===== src/rtl/alu_seq_param.sv =====
// Handshaked sequential ALU: single-cycle arithmetic/logic, iterative shifts and,
// when ALU_SEQ_MUL_EN is defined, an iterative shift-add multiply.
module alu_seq_param #(
  parameter int WIDTH      = 32,
  parameter int SHIFT_STEP = 1
) (
  input  logic             clk,
  input  logic             rst_n,
  input  logic             start,
  input  logic [3:0]       sel,
  input  logic [WIDTH-1:0] A,
  input  logic [WIDTH-1:0] B,
  output logic             busy,
  output logic             done,
  output logic [WIDTH-1:0] ALUOut,
  output logic             Zero,
  output logic             Negative,
  output logic             Carry,
  output logic             Overflow
);

  localparam int SH_W = $clog2(WIDTH);
  localparam logic [SH_W-1:0] STEP = SH_W'(SHIFT_STEP);

  localparam logic [3:0] OP_ADD  = 4'b0000;
  localparam logic [3:0] OP_SUB  = 4'b0001;
  localparam logic [3:0] OP_AND  = 4'b0010;
  localparam logic [3:0] OP_OR   = 4'b0011;
  localparam logic [3:0] OP_XOR  = 4'b0100;
  localparam logic [3:0] OP_SLT  = 4'b0101;
  localparam logic [3:0] OP_SLTU = 4'b0110;
  localparam logic [3:0] OP_SLL  = 4'b0111;
  localparam logic [3:0] OP_SRL  = 4'b1000;
  localparam logic [3:0] OP_SRA  = 4'b1001;
`ifdef ALU_SEQ_MUL_EN
  localparam logic [3:0] OP_MUL  = 4'b1010;
  typedef enum logic [1:0] {IDLE = 2'b00, SHIFT = 2'b01, MUL = 2'b10} state_t;
`else
  typedef enum logic [1:0] {IDLE = 2'b00, SHIFT = 2'b01} state_t;
`endif

  state_t           state, state_nx;
  logic [WIDTH-1:0] work, work_nx;
  logic [SH_W-1:0]  cnt, cnt_nx;
  logic [3:0]       op, op_nx;
  logic             busy_nx, done_nx;
  logic             upd;
  logic [WIDTH-1:0] res;
  logic             res_c, res_v;
`ifdef ALU_SEQ_MUL_EN
  logic [WIDTH-1:0] mplr, mplr_nx;
  logic [WIDTH-1:0] acc, acc_nx, acc_sum;
`endif

  logic             sub;
  logic [WIDTH-1:0] bop;
  logic [WIDTH:0]   sum_ext;
  logic             ovf;
  logic [SH_W-1:0]  amt;
  logic [WIDTH-1:0] shifted;

  // Shared adder for ADD/SUB/SLT/SLTU; V = (A^S) & ~(A^B^sub) at the MSB
  always_comb begin
    sub     = (sel == OP_SUB) || (sel == OP_SLT) || (sel == OP_SLTU);
    bop     = sub ? ~B : B;
    sum_ext = {1'b0, A} + {1'b0, bop} + {{WIDTH{1'b0}}, sub};
    ovf     = (A[WIDTH-1] ^ sum_ext[WIDTH-1]) & ~(A[WIDTH-1] ^ B[WIDTH-1] ^ sub);
  end

  // One shift step of at most STEP bits on the latched operand
  always_comb begin
    amt = (cnt < STEP) ? cnt : STEP;
    case (op)
      OP_SLL:  shifted = work << amt;
      OP_SRA:  shifted = WIDTH'($signed(work) >>> amt);
      default: shifted = work >> amt;
    endcase
  end

  // Next-state and completion logic
  always_comb begin
    state_nx = state;
    work_nx  = work;
    cnt_nx   = cnt;
    op_nx    = op;
    busy_nx  = 1'b0;
    done_nx  = 1'b0;
    upd      = 1'b0;
    res      = {WIDTH{1'b0}};
    res_c    = 1'b0;
    res_v    = 1'b0;
`ifdef ALU_SEQ_MUL_EN
    mplr_nx  = mplr;
    acc_nx   = acc;
    acc_sum  = acc + (mplr[0] ? work : {WIDTH{1'b0}});
`endif
    case (state)
      IDLE: begin
        if (start) begin
          upd = 1'b1;
          case (sel)
            OP_ADD, OP_SUB: begin
              res   = sum_ext[WIDTH-1:0];
              res_c = sum_ext[WIDTH];
              res_v = ovf;
            end
            OP_AND: res = A & B;
            OP_OR:  res = A | B;
            OP_XOR: res = A ^ B;
            OP_SLT: begin
              res   = {{(WIDTH-1){1'b0}}, sum_ext[WIDTH-1] ^ ovf};
              res_c = sum_ext[WIDTH];
              res_v = ovf;
            end
            OP_SLTU: begin
              res   = {{(WIDTH-1){1'b0}}, ~sum_ext[WIDTH]};
              res_c = sum_ext[WIDTH];
            end
            OP_SLL, OP_SRL, OP_SRA: begin
              if (B[SH_W-1:0] == {SH_W{1'b0}}) begin
                res = A;
              end else begin
                upd      = 1'b0;
                state_nx = SHIFT;
                work_nx  = A;
                cnt_nx   = B[SH_W-1:0];
                op_nx    = sel;
                busy_nx  = 1'b1;
              end
            end
`ifdef ALU_SEQ_MUL_EN
            OP_MUL: begin
              upd      = 1'b0;
              state_nx = MUL;
              work_nx  = A;
              mplr_nx  = B;
              acc_nx   = {WIDTH{1'b0}};
              cnt_nx   = {SH_W{1'b0}};
              busy_nx  = 1'b1;
            end
`endif
            default: res = {WIDTH{1'b0}};
          endcase
          done_nx = upd;
        end else begin
          state_nx = IDLE;
        end
      end
      SHIFT: begin
        work_nx = shifted;
        cnt_nx  = cnt - amt;
        if (cnt <= STEP) begin
          upd      = 1'b1;
          res      = shifted;
          done_nx  = 1'b1;
          state_nx = IDLE;
        end else begin
          busy_nx = 1'b1;
        end
      end
`ifdef ALU_SEQ_MUL_EN
      MUL: begin
        acc_nx  = acc_sum;
        work_nx = work << 1;
        mplr_nx = mplr >> 1;
        cnt_nx  = cnt + SH_W'(1);
        if (cnt == SH_W'(WIDTH - 1)) begin
          upd      = 1'b1;
          res      = acc_sum;
          done_nx  = 1'b1;
          state_nx = IDLE;
        end else begin
          busy_nx = 1'b1;
        end
      end
`endif
      default: state_nx = IDLE;
    endcase
  end

  // State, datapath and registered outputs; result/flags load only on completion
  always_ff @(posedge clk or negedge rst_n) begin
    if (!rst_n) begin
      state    <= IDLE;
      work     <= {WIDTH{1'b0}};
      cnt      <= {SH_W{1'b0}};
      op       <= 4'b0000;
      busy     <= 1'b0;
      done     <= 1'b0;
      ALUOut   <= {WIDTH{1'b0}};
      Zero     <= 1'b0;
      Negative <= 1'b0;
      Carry    <= 1'b0;
      Overflow <= 1'b0;
`ifdef ALU_SEQ_MUL_EN
      mplr     <= {WIDTH{1'b0}};
      acc      <= {WIDTH{1'b0}};
`endif
    end else begin
      state <= state_nx;
      work  <= work_nx;
      cnt   <= cnt_nx;
      op    <= op_nx;
      busy  <= busy_nx;
      done  <= done_nx;
`ifdef ALU_SEQ_MUL_EN
      mplr  <= mplr_nx;
      acc   <= acc_nx;
`endif
      if (upd) begin
        ALUOut   <= res;
        Zero     <= (res == {WIDTH{1'b0}});
        Negative <= res[WIDTH-1];
        Carry    <= res_c;
        Overflow <= res_v;
      end
    end
  end

endmodule


===== config.mk =====
export PLATFORM = sky130hd
export DESIGN_NAME = alu_seq_param
export DESIGN_NICKNAME = d
export VERILOG_FILES = /design/src/rtl/alu_seq_param.sv
export SDC_FILE = /design/constraint.sdc
export NUM_CORES = 1
export LEC_CHECK = 0
export ABC_AREA = 1
export CAP_MARGIN = 10
export CELL_PAD_IN_SITES_DETAIL_PLACEMENT = 1
export CELL_PAD_IN_SITES_GLOBAL_PLACEMENT = 1
export CORE_MARGIN = 1
export CORE_UTILIZATION = 35
export CTS_BUF_LIST = sky130_fd_sc_hd__clkbuf_8
export DETAILED_ROUTE_END_ITERATION = 10
export GPL_TIMING_DRIVEN = 0
export PLACE_DENSITY_LB_ADDON = 0.1
export SLEW_MARGIN = 40
export SYNTH_ARGS = -nofsm -noshare
export SYNTH_HDL_FRONTEND = slang
export SYNTH_SLANG_ARGS = --single-unit

===== constraint.sdc =====
create_clock -name clk -period 1.95 [get_ports clk]
set_input_delay 0.2925 -clock clk [delete_from_list [all_inputs] [get_ports clk]]
set_output_delay 0.2925 -clock clk [all_outputs]
set_load 0.005 [all_outputs]

==> run_results.csv <==
group,metric,value,unit
cells_and_area,n_antenna_cell,0,
place,dp_slack,-2.52,ns
clocking,clkSinkCount,79,
cells_and_area,finish.instance_area,0.0133,mm2
yosys,synth_flop_cell,"dfrtp_1",
setup_path,crit_type,"primary input to flop",
sta,fin_ws,-1.12,ns
cells_and_area,fin_util,54.0,%
die,die_w,161,um
yosys,yosysMostFrequentCell,"nand2_1",
sta,fin_setup_tns,-18.45,ns
yosys,netlist.area_leader.share,22.4,%
yosys,synthAdderAreaFrac,14.0,%
hold_path,hold_path.class,"primary input to flop",
cells_and_area,n_fill_cell,3011,
sta,setup_viol,37,
yosys,synth_common_cells,"nand2_1 (383), inv_1 (190), ha_1 (97)",
sta,rsz0062_at_grt,"true",
setup_path,crit_required,2.27,ns
detailed_routing,drt-total-wl,42400,um
sta,slew_headroom,55.5,%
sta,period_share,158,%
sta,fmax,0.326,GHz
place,post-dp-hpwl,30600,um
detailed_routing,drtAntennaViolNets,0,
sta,slew_violations,0,
die,coreArea,0.0245,mm2
yosys,muxShareOfSynthArea,0,%
yosys,yosys_warnings,0,
yosys,synth_cell_types,51,
power_and_ir_drop,max-vdd-ir-drop,0.607,mV
sta,finClkSkew,0.00806,ns
setup_path,critPathCaptureType,"flop",
global_route,grt_max_degree,52,
yosys,yosysTopAreaCell,"dfrtp_1",
clocking,cts.clk_slew.worst_paths,0.09,ns
place,placed_area,0.0105,mm2
sta,hold_viol_final,0,
setup_path,startpoint_type,"primary input",
global_route,antenna_found_initial,0,
global_route,grt_pass1_wl,61000,um
power_and_ir_drop,total_leakage_power,6.49,nW
setup_path,cp_max_fo,7,
job,max_cap_viol_count,0,
outcome,violations,"setup timing",
yosys,synthSimpleGateAreaFrac,29.8,%
die,dieArea,0.0258,mm2
global_route,grt_pass1_vias,10544,
die,die_y,161,um
die,rows,57,
yosys,synthArstFlopShare,100,%
clocking,cts-root-buf,"clkbuf_8",
detailed_routing,drtIter0Drc,665,
sta,whs,0.252,ns
detailed_routing,drc,0,
detailed_routing,avgRoutedWirePerCell,22.4,um
outcome,outcome,"finished with violations",
clocking,insertion_delay,0.38,ns
yosys,synth-seq-cells,79,
yosys,synth-xor-area-share,3.38,%
sta,tightest_slew,0.667,ns
cells_and_area,fin_cells,1889,
cells_and_area,nets,1729,
clocking,clk_path_buf_depth,2,
detailed_routing,dr.pass1.iters,5,
detailed_routing,num_vias,10643,
clocking,htreeDepth,3,
yosys,synth_cells,1343,
yosys,syn_area,0.00881,mm2
die,initial_core_util,35.9,%
cells_and_area,drive_gt1_share,31.2,%
global_route,grt_util_all_layers,30.8,%
yosys,synth_top_family_by_area,"simple AND/OR/NAND/NOR gates",
yosys,ys_seq_area_share,22.4,%
yosys,synth_area_leaders,"dfrtp_1 (22%), nand2_1 (16%), ha_1 (14%), inv_1 (8.1%), nand3_1 (5.2%)",
yosys,synth_edf_count,0,
yosys,synth_nets,1512,
die,ioPinCount,109,
place,placed_cells,1776,
detailed_routing,via_per_inst,5.63,
sta,layout_min_cycle_time,3.07,ns
setup_path,ff2ff_setup_slack,-0.85,ns
power_and_ir_drop,p_total,12.4,mW
yosys,synth_compound_area_share,19.2,%
yosys,syn_avg_cell_area,6.56,um2
clocking,cts_made_buffers,9,
power_and_ir_drop,p_per_area,935,mW/mm2
clocking,cts_tree,"built",
global_route,grt_remaining_overflow,0,
setup_path,critPathArrivalTime,3.39,ns
place,port_buffers,108,
place,gp_congestion,0.933,
cells_and_area,syn_to_final_growth,50.4,%
[worst max-delay path, stage by stage]
cell and delay (ns):
buf_12 0.12, nor2_4 0.14, nand2_4 0.09, nand2_8 0.13
buf_12 0.15, xor2_1 0.15, ha_1 0.29, nand2_2 0.14
inv_2 0.07, nand2_2 0.07, nand2_2 0.06, inv_2 0.07
nand2_4 0.07, or2_4 0.23, nand3_2 0.06, nand2_2 0.09
nand2_2 0.10, nand2_1 0.07, nor2_2 0.14, nand3_2 0.10
nor2_2 0.11, nand2_2 0.10, nor2_1 0.11, nand4_1 0.14
nor2_1 0.13, nand3_1 0.08, nand2_1 0.06
[final cells by class]
| class | count | area (um2) | share of cell area, % |
|---|---|---|---|
| clock inverter | 6 | 60.1 | 0.453 |
| multi-input combinational | 1017 | 7420 | 56.0 |
| buffer | 47 | 410 | 3.10 |
| timing repair buffer | 206 | 2060 | 15.5 |
| inverter | 200 | 778 | 5.87 |
| clock buffer | 10 | 138 | 1.04 |
| sequential | 79 | 1980 | 14.9 |
| tap | 324 | 405 | 3.06 |
[per-layer routing]
layer	track usage, %	part of all wire, %
met3	2.04	4.7
met5	0	0
met1	42.6	44
met4	8.48	2.6
met2	51.6	49
[state kept, by name (all words and copies together), names as in the netlist, 4 cells and up]
register,count
ALUOut,32
cnt,5
op,4
work,32
[placed cells by master, fill, tap and decap left out, types with 30 or more instances in the layout]
cell	netlist	final
inv_1	190	173
nand2_1	383	284
clkdlybuf4s50_1	0	94
nand3_2	4	30
dfrtp_1	79	78
buf_4	2	67
nand3_1	91	58
a21oi_1	63	30
nand2_2	9	85
ha_1	97	80
buf_6	4	42
o21ai_0	72	43
nor2_1	92	69
[final timing paths]
check                           start    endpoint  cells past startpoint
min reg2reg                ALUOut[13]  ALUOut[13]                      2
min in group asynchronous       rst_n     work[2]                      2
max reg2reg                  state[0]        Zero                     14
min                            sel[0]       op[0]                      4
max in group asynchronous       rst_n    work[29]                      3
max                            sel[0]        Zero                     27
[cells by family (layout without fill, tap and decap cells)]
| group | count (synthesis) | in the layout |
|---|---|---|
| buffers and inverters | 247 | 469 |
| xor gates and xnor gates | 34 | 34 |
| adders and majority gates | 98 | 98 |
| and+or+nand+nor | 623 | 623 |
| AOI/OAI and AO/OA | 262 | 262 |
| DFF | 79 | 79 |
[repair_timing]
item	in CTS	in global routing
hold endpoints to repair	28	0
setup endpoints to repair	78	63
setup buffers	58	36
pin swaps	77	41
resized for setup	274	247
hold buffers	1	0
cloned	1	3
[power breakdown]
part	switching (mW)	internal [mW]
clock network	0.682	0.620
logic	4.84	3.39
registers	0.505	2.35
total	6.03	6.36
No activity file was read; power rests on OpenSTA's default activity.
